### src/rtl/wave_seq_pkg.sv
// Shared types and constants for the wave sequencer: FSM state encoding,
// default counter width and the idle levels of the three waveform pins.
package wave_seq_pkg;

  localparam int CNT_W_DEFAULT = 8;

  typedef enum logic [1:0] {
    IDLE = 2'd0,
    RUN  = 2'd1,
    DONE = 2'd2
  } state_e;

  localparam logic SIG1_IDLE = 1'b0;
  localparam logic SIG2_IDLE = 1'b1;
  localparam logic SIG3_IDLE = 1'b0;

endpackage

### src/rtl/wave_negedge_toggle.sv
// Falling-edge waveform flop: toggles while the sequencer runs, parks at
// its idle level whenever the sequencer is idle, holds otherwise.
module wave_negedge_toggle
  import wave_seq_pkg::*;
(
  input  logic clk,
  input  logic rst_n,
  input  logic run_en,
  input  logic force_idle,
  output logic sig_o
);

  logic sig_q, sig_d;

  always_comb begin
    sig_d = sig_q;
    if (force_idle)  sig_d = SIG2_IDLE;
    else if (run_en) sig_d = ~sig_q;
  end

  always_ff @(negedge clk or negedge rst_n) begin
    if (!rst_n) sig_q <= SIG2_IDLE;
    else        sig_q <= sig_d;
  end

  assign sig_o = sig_q;

endmodule

### src/rtl/wave_seq_ctrl.sv
// Bounded, abortable three-signal waveform sequencer with a start/busy/done
// handshake; the run configuration is latched when start is accepted.
module wave_seq_ctrl
  import wave_seq_pkg::*;
#(
  parameter int CNT_W = CNT_W_DEFAULT
) (
  input  logic             clk,
  input  logic             rst_n,
  input  logic             start,
  input  logic             abort,
  input  logic [CNT_W-1:0] cfg_toggles,
  input  logic [CNT_W-1:0] cfg_win_on,
  input  logic [CNT_W-1:0] cfg_win_off,
  output logic             busy,
  output logic             done,
  output logic             cfg_err,
  output logic             sig1,
  output logic             sig2,
  output logic             sig3
);

  localparam logic [CNT_W-1:0] ONE = {{(CNT_W-1){1'b0}}, 1'b1};

  state_e           state_q, state_d;
  logic [CNT_W-1:0] cnt_q, cnt_d;
  logic [CNT_W-1:0] tog_q, tog_d;
  logic [CNT_W-1:0] won_q, won_d;
  logic [CNT_W-1:0] woff_q, woff_d;
  logic             busy_q, busy_d;
  logic             done_q, done_d;
  logic             err_q, err_d;
  logic             sig1_q, sig1_d;
  logic             sig3_q, sig3_d;

  logic [CNT_W-1:0] k;
  logic [CNT_W-1:0] won_eff;
  logic             cfg_ok;
  logic             in_win;
  logic             last;

  assign cfg_ok  = (cfg_toggles != '0) && (cfg_win_on < cfg_win_off);
  // k is the toggle index after the current edge; the k<N term clips win_off at N
  assign k       = cnt_q + ONE;
  assign won_eff = (won_q == '0) ? ONE : won_q;
  assign in_win  = (k >= won_eff) && (k < woff_q) && (k < tog_q);
  assign last    = (cnt_q == tog_q - ONE);

  always_comb begin
    state_d = state_q;
    cnt_d   = cnt_q;
    tog_d   = tog_q;
    won_d   = won_q;
    woff_d  = woff_q;
    busy_d  = busy_q;
    done_d  = 1'b0;
    err_d   = 1'b0;
    sig1_d  = sig1_q;
    sig3_d  = sig3_q;
    case (state_q)
      IDLE: begin
        if (start) begin
          if (cfg_ok) begin
            tog_d   = cfg_toggles;
            won_d   = cfg_win_on;
            woff_d  = cfg_win_off;
            cnt_d   = '0;
            state_d = RUN;
            busy_d  = 1'b1;
          end else begin
            err_d = 1'b1;
          end
        end
      end
      RUN: begin
        // abort wins over completion on the same edge
        if (abort) begin
          state_d = IDLE;
          busy_d  = 1'b0;
          cnt_d   = '0;
          sig1_d  = SIG1_IDLE;
          sig3_d  = SIG3_IDLE;
        end else begin
          sig1_d = ~sig1_q;
          cnt_d  = k;
          sig3_d = in_win;
          if (last) begin
            state_d = DONE;
            busy_d  = 1'b0;
            done_d  = 1'b1;
            sig3_d  = SIG3_IDLE;
          end
        end
      end
      DONE: begin
        state_d = IDLE;
        cnt_d   = '0;
        sig1_d  = SIG1_IDLE;
      end
      default: begin
        state_d = IDLE;
        busy_d  = 1'b0;
        cnt_d   = '0;
        sig1_d  = SIG1_IDLE;
        sig3_d  = SIG3_IDLE;
      end
    endcase
  end

  always_ff @(posedge clk or negedge rst_n) begin
    if (!rst_n) begin
      state_q <= IDLE;
      cnt_q   <= '0;
      tog_q   <= '0;
      won_q   <= '0;
      woff_q  <= '0;
      busy_q  <= 1'b0;
      done_q  <= 1'b0;
      err_q   <= 1'b0;
      sig1_q  <= SIG1_IDLE;
      sig3_q  <= SIG3_IDLE;
    end else begin
      state_q <= state_d;
      cnt_q   <= cnt_d;
      tog_q   <= tog_d;
      won_q   <= won_d;
      woff_q  <= woff_d;
      busy_q  <= busy_d;
      done_q  <= done_d;
      err_q   <= err_d;
      sig1_q  <= sig1_d;
      sig3_q  <= sig3_d;
    end
  end

  wave_negedge_toggle u_sig2 (
    .clk        (clk),
    .rst_n      (rst_n),
    .run_en     (state_q == RUN),
    .force_idle (state_q == IDLE),
    .sig_o      (sig2)
  );

  assign busy    = busy_q;
  assign done    = done_q;
  assign cfg_err = err_q;
  assign sig1    = sig1_q;
  assign sig3    = sig3_q;

endmodule
### config.mk
export PLATFORM = sky130hd
export DESIGN_NAME = wave_seq_ctrl
export DESIGN_NICKNAME = d
export VERILOG_FILES = /design/src/rtl/wave_seq_pkg.sv /design/src/rtl/wave_negedge_toggle.sv /design/src/rtl/wave_seq_ctrl.sv
export SDC_FILE = /design/constraint.sdc
export NUM_CORES = 1
export LEC_CHECK = 0
export CAP_MARGIN = 25
export CORE_MARGIN = 5
export CORE_UTILIZATION = 57
export CTS_BUF_LIST = sky130_fd_sc_hd__clkbuf_2
export DETAILED_ROUTE_END_ITERATION = 10
export DONT_BUFFER_PORTS = 1
export PLACE_DENSITY = 0.72
export SETUP_SLACK_MARGIN = 0.4
export SYNTH_ARGS = -nofsm -noshare
export SYNTH_HDL_FRONTEND = slang
export SYNTH_SLANG_ARGS = --single-unit
### constraint.sdc
create_clock -name clk -period 3.3 [get_ports clk]
set_input_delay 0.33 -clock clk [delete_from_list [all_inputs] [get_ports clk]]
set_output_delay 0.33 -clock clk [all_outputs]
set_load 0.02 [all_outputs]
==> summary.txt, run 1 <==
Worst setup path
  • Arrival time worst endpoint: between 2 and 3 ns
  • Endpoint class of the critical path: output pin
  • Worst EP required: just under 3 ns
  • Setup CP Type: register to output pin
  • CP Launch Point: u_sig2.sig_o
  • Startpoint types: register
  • R2r startpoint: cnt_q[0]
  • CP Depth: 0
  • Cell count of the worst reg-to-reg path: 10
  • Setup slack, reg-to-reg: 0.54 ns
  • Worst-path maximum fanout: 2

Drt
  • Initial drt markers: ~130
  • Post-route ant nets: 0
  • Routed via count: slightly below 2000
  • Average wire per standard cell: 16.9 microns
  • Total Wirelength: 5.57 mm
  • Via/cell ratio: approximately 6
  • DR DRC count: 0
  • Drt first pass iters: 4

Pwr
  • Pwr Density: approximately 640 nW/um^2
  • Worst VDD drop: approximately 0.00032 V
  • Lkg Pwr: 1.45 nW

Timing
  • Least-Margin Pin Slew: between 0.7 and 0.8 ns
  • Final Slew Violations: 0
  • Clock skew: approximately 0.049 ns
  • Setup tns final: 0 ns
  • Max-slew headroom: between 50% and 60%
  • Final hold violation count: 0
  • Hold slack: about 0.033 ns
  • Setup ws final: between 0.2 and 0.3 ns
  • RSZ-0062 raised after global routing: yes
  • # setup viols final: 0

Cells and area
  • Layout cell share with drive strength beyond 1: approximately 12%
  • Fin cells: 329
  • Fillers: between 400 and 500
  • # diodes: 0
  • Layout area overhead: 5.26%
  • Nets@finish: around 330
  • Final core occ: roughly 61%

Placed design
  • Global placement routability congestion: a little under 0.9
  • Detailed placement HPWL: around 4.2 mm
  • Dpl ws: 0.550 ns
  • Placed Cells: between 300 and 400
  • Number of port buffers: 0

Floorplanning
  • Die height: ~79 microns
  • Die X: about 80 microns
  • # rows: 25
  • Initial Util: 57.7%
  • Core area: roughly 4700 sq um
  • I/O pin count: 34
  • Die area: about 6200 sq um

Min path
  • Hold Crit Class: primary input to register
  • Hold Path Cell Cnt: 2
  • Hold Crit Start: start

Clock tree
  • H-tree depth: 2
  • Reg clk slew, reported paths: about 0.22 ns
  • TritonCTS Buffers: 5
  • Clock root cell: clkbuf_2
  • CTS tree: yes
  • Clk Latency, worst-skew pair: 0.44 ns
  • CTS Buffer Depth: 2
  • Clock sink total: 40
  • Post-CTS setup buffers: 0

Synth
  • Mapped Nets: 329
  • Main area contributors after synthesis: dfrtp_1 (36%), ha_1 (15%), mux2_4 (6.1%), inv_1 (5.4%), xnor2_1 (3.9%)
  • #FFs+latches synth: 40
  • Async S/R FF share, synth: 100%
  • Cell area after synthesis: about 2700 sq um
  • Post-synth top area share: ~36%
  • Main synth FF type: dfrtp_1
  • Ys Warns: 0
  • Synth area leader: dfrtp_1
  • Syn avg cell area: ~10 sq um
  • Post-synth EDFFs: 0
  • Register area share after synthesis: 37.3%
  • Syn Inst Count: about 270
  • Synth unique cells: 42

Global routing
  • Largest net degree at the start of global routing: 40
  • Gr usage total: about a fifth
  • Initial antenna violation count: 0
  • First-pass GRT wire length: approximately 9.4 mm
  • Vias in the first global route: between 1500 and 2000
  • GR Overflow Total: 0

Flow run
  • Max Cap Viol: 0

Outcome
  • Status: finished clean
==> kinds of logic (layout without fill, tap and decap cells) <==
family	Yosys count	count (layout)	share of synthesized area (%)
muxes	25	25	11.6
adders and majority gates	32	32	14.9
DFF	40	40	37.3
xor gates and xnor gates	14	14	4.56
AOI/OAI and AO/OA	51	51	12.7
buffers and inverters	47	53	7.77
and+or+nand+nor	60	60	11.2
==> power by group <==
part           total (W)  internal, W  switching (W)
clock           0.000294     0.000126       0.000168
sequential      0.000792     0.000633       0.000160
combinational   0.000733     0.000364       0.000368
total            0.00182      0.00112       0.000696
==> cell usage in the layout (no fill, tap or decap), drive strengths merged, types with 7 or more instances in the layout <==
cell type / n
a21oi: 11
dfrtp: 39
ha: 32
inv: 40
mux2: 17
mux2i: 8
nand2: 12
nor2: 13
nor4: 7
o21ai: 11
xnor2: 12
==> layer usage <==
layer  part of all wire (%)  global-route usage, %
met1                     42                   23.5
met5                      0                      0
met2                     50                   33.5
met4                    2.6                   9.09
met3                    5.1                   5.50
==> metrics by stage <==
stage / total power, W / area (sq um)
2_1_floorplan: 0.00136 / 2690
5_1_grt: 0.00197 / 2830
4_1_cts: 0.00183 / 2820
6_report: 0.00182 / 2830
3_3_place_gp: 0.00149 / 2720
3_5_place_dp: 0.00152 / 2720
==> repair_timing <==
item	4_1_cts	5_1_grt
hold endpoints to repair	42	0
resized for setup	0	3
hold buffers	3	0
setup endpoints to repair	1	2
pin swaps	0	0
==> cell type report <==
type / instances / area (sq um) / share of cell area, %
clock buffers: 5 / 25.0 / 0.884
clock inverters: 4 / 42.5 / 1.50
inverters: 38 / 143 / 5.04
multi-input cells: 182 / 1490 / 52.5
flip-flops and latches: 40 / 1000 / 35.5
well taps: 54 / 67.6 / 2.39
repair buffers: 6 / 62.6 / 2.21
==> cell usage after synthesis (all sizes together) (2+ instances only) <==
| master | instances |
|---|---|
| o21a | 2 |
| nand2 | 12 |
| and2 | 2 |
| nor3 | 6 |
| o21ai | 11 |
| and3 | 3 |
| nand2b | 3 |
| mux2 | 17 |
| ha | 32 |
| mux2i | 8 |
| a31oi | 2 |
| xnor2 | 12 |
| a21oi | 11 |
| buf | 4 |
| inv | 39 |
| nor2b | 2 |
| nand4 | 3 |
| xor2 | 2 |
| a211o | 2 |
| clkbuf | 4 |
| nor2 | 13 |
| a21o | 5 |
| nand3 | 6 |
| a211oi | 3 |
| a21boi | 2 |
| nor4 | 7 |
| dfrtp | 39 |
| o31ai | 6 |
| a41oi | 2 |
==> state kept, by name, summed over array words and instances, names as in the netlist <==
name,flops
sig1,1
won_q,8
busy,1
done,1
sig3,1
cfg_err,1
state_q,2
tog_q,8
u_sig2.sig_o,1
cnt_q,8
woff_q,8
==> final timing paths <==
path	endpoint
hold / removal	cfg_err
max in group asynchronous	u_sig2.sig_o
hold reg to reg	won_q[3]
setup / recovery	sig2
min in group asynchronous	cnt_q[2]
setup reg to reg	sig3
Note: power is estimated with default switching activity, not from simulation.
==> run 2: changes to the inputs <==
Settings changed: ABC_AREA from default to 1.
==> run 2 against run 1 <==
Combinational power decreased by 25%. Critical path type unchanged. Clock skew down 0.015 ns. Synthesized cell count up 33%. Final cell count increased by 27%. Routed wire length is 2.8% higher. Critical endpoint unchanged. Clock power decreased by 23%. Clock-buffer cell count unchanged. Worst setup slack improved by 0.0029 ns. Largest cell class unchanged. Register-to-register slack better by 0.20 ns. Synthesized area up 1.7%. Sequential share of layout area down 0.48 points. Hold slack lost 0.015 ns.
==> summary.txt, run 2 <==
Clock tree
  • CTS resizes: 0 (unchanged)
  • CTS Buffer Depth: 2 (unchanged)
  • Clock sink total: 40 (unchanged)
  • Clk Latency, worst-skew pair: 0.42 ns (-0.02 ns)
  • Post-CTS setup buffers: 0 (unchanged)
  • CTS tree: yes
  • H-tree depth: 2 (unchanged)
  • TritonCTS Buffers: 5 (unchanged)
  • Clock root cell: clkbuf_2
  • Reg clk slew, reported paths: 0.23 ns (about the same)

Timing
  • Setup tns final: 0 ns (unchanged)
  • Hold slack: 0.0178 ns (-0.0153 ns)
  • # setup viols final: 0 (unchanged)
  • Least-Margin Pin Slew: 0.630 ns (-0.0849 ns)
  • Final hold violation count: 0 (unchanged)
  • Setup ws final: 0.293 ns (+0.00286 ns)
  • Final Slew Violations: 0 (unchanged)
  • Max-slew headroom: 57.8% (+5.8 points)
  • Clock skew: 0.0345 ns (-0.0148 ns)
  • RSZ-0062 raised after global routing: yes

Pwr
  • Comb pwr share: 36.6% (-3.7 points)
  • Final Power: 0.00149 W (-18%)
  • Flop pwr share: 48.2% (+4.6 points)
  • Lkg Pwr: 1.61 nW (+11%)
  • Clk pwr share: 15.1% (-1.1 points)
  • Pwr Density: 522 nW/um^2 (-19%)
  • Net Switching: 0.000626 W (-10%)
  • P_int: 0.000866 W (-23%)
  • Net Sw Frac: 42.0% (+3.7 points)
  • Worst VDD drop: 0.000270 V (-16%)

Placed design
  • Dpl ws: 0.742 ns (+0.192 ns)
  • Placed Cells: 406 (+28%)
  • Detailed placement HPWL: 4.38 mm (+3.7%)
  • Number of port buffers: 0 (unchanged)
  • Global placement routability congestion: 0.873 (-0.80%)

Synth
  • Synth unique cells: 28 (-33%)
  • Post-synth EDFFs: 0 (unchanged)
  • Post-synth top area share: 35.7% (-0.61 points)
  • Ys Warns: 0 (unchanged)
  • #FFs+latches synth: 40 (unchanged)
  • Main synth FF type: dfrtp_1
  • Mapped Nets: 419 (+27%)
  • Syn Inst Count: 359 (+33%)
  • Syn avg cell area: 7.62 sq um (-24%)
  • Main area contributors after synthesis: dfrtp_1 (36%), ha_1 (15%), nand2_1 (11%), inv_1 (7.1%), a21oi_1 (5.1%)
  • Cell area after synthesis: 2740 sq um (+1.7%)
  • Commonest cells post-synth: nand2_1 (78), inv_1 (52), dfrtp_1 (39)
  • Most frequent cell after synthesis: nand2_1
  • Async S/R FF share, synth: 100% (unchanged)
  • Synth area leader: dfrtp_1
  • Register area share after synthesis: 36.6% (-0.63 points)

Cells and area
  • Most frequent cells in the layout: nand2_1 (78), inv_1 (52), dfrtp_1 (39)
  • Layout area overhead: 4.62%
  • Layout cell share with drive strength beyond 1: 6.87% (-5.5 points)
  • Nets@finish: 423 (+27%)
  • Fin cells: 419 (+27%)
  • Most common cell after layout, fill and taps aside: nand2_1

Floorplanning
  • I/O pin count: 34 (unchanged)
  • Die X: 79.3 microns (+0.75%)
  • Die area: 6280 sq um (+1.5%)
  • Initial Util: 58.3% (+0.60 points)
  • Die height: 79.3 microns (+0.75%)
  • # rows: 25 (unchanged)
  • Core area: 4690 sq um (+0.67%)

Global routing
  • GR Overflow Total: 0 (unchanged)
  • Initial antenna violation count: 1 (+1)
  • Vias in the first global route: 2215 (+12%)
  • First-pass GRT wire length: 10.1 mm (+7.5%)
  • Gr usage total: 20.5% (+0.57 points)
  • Largest net degree at the start of global routing: 40 (unchanged)

Drt
  • Initial drt markers: 120 (-4.0%)
  • Drt first pass iters: 4 (unchanged)
  • Average wire per standard cell: 13.7 microns (-19%)
  • DR DRC count: 0 (unchanged)
  • Via/cell ratio: 5.23 (-11%)
  • Total Wirelength: 5.73 mm (+2.8%)
  • Post-route ant nets: 0 (unchanged)
  • Routed via count: 2191 (+14%)

Worst setup path
  • Worst-path maximum fanout: 3 (+1)
  • Setup CP Type: register to output pin
  • Arrival time worst endpoint: 2.68 ns (about the same)
  • Startpoint types: register
  • Setup slack, reg-to-reg: 0.74 ns (+0.20 ns)
  • Worst EP required: 2.97 ns (about the same)
  • Endpoint class of the critical path: output pin

Outcome
  • Status: finished clean

Flow run
  • Max Cap Viol: 0 (unchanged)

Min path
  • Hold Crit Class: primary input to register
==> run 2: cell families after synthesis <==
group	share of synthesized area, %
AOI/OAI and AO/OA	10.5
and+or+nand+nor	24.9
adders and majority gates	14.6
xor gates and xnor gates	4.16
DFF	36.6
buffers and inverters	9.15
==> run 2: final cells by class <==
| type | instances | area [sq um] |
|---|---|---|
| antenna | 1 | 2.50 |
| clock inverter | 4 | 17.5 |
| tap | 54 | 67.6 |
| clock buffer | 5 | 25.0 |
| sequential | 40 | 1000 |
| inverter | 55 | 206 |
| timing repair buffer | 5 | 57.6 |
| fill | 438 | 1830 |
| multi-input combinational | 255 | 1480 |
==> run 2: power groups by stage <==
stage | clock network [W] | registers [W] | logic, W
floorplan | 0.00000379 | 0.000707 | 0.000434
detailed placement | 0.00000379 | 0.000731 | 0.000533
CTS | 0.000228 | 0.000721 | 0.000550
global route | 0.000253 | 0.000738 | 0.000652
finish | 0.000226 | 0.000720 | 0.000547
global placement | 0.00000379 | 0.000728 | 0.000513
==> run 2: final timing paths <==
path	end	startpoint	depth (start not counted)
max reg2reg	u_sig2.sig_o	state_q[0]	5
min in group asynchronous	busy	rst_n	2
max in group asynchronous	u_sig2.sig_o	rst_n	0
min reg2reg	woff_q[2]	woff_q[2]	2
min	woff_q[4]	cfg_win_off[4]	2
max	sig2	u_sig2.sig_o	0
==> run 2: what timing repair did <==
action | 4_1_cts | 5_1_grt
gates cloned | 0 | 0
hold endpoints to repair | 39 | 2
hold buffers | 2 | 2
endpoints found under the setup margin | 1 | 1
==> run 2: per-stage QoR <==
step / area, sq um / utilization (%)
after detailed placement: 2770 / 59.0
after global placement: 2770 / 59.0
final: 2860 / 61.0
after global routing: 2860 / 61.0
after CTS: 2840 / 60.5
after floorplan: 2740 / -
==> run 2: metal layers <==
layer	GRT usage (%)	wire length (microns)	vias to the layer above
met5	0	0	-
met4	8.08	91	0
met3	5.10	211	7
met2	34.8	2720	30
met1	24.9	2700	995
li1	-	-	1159
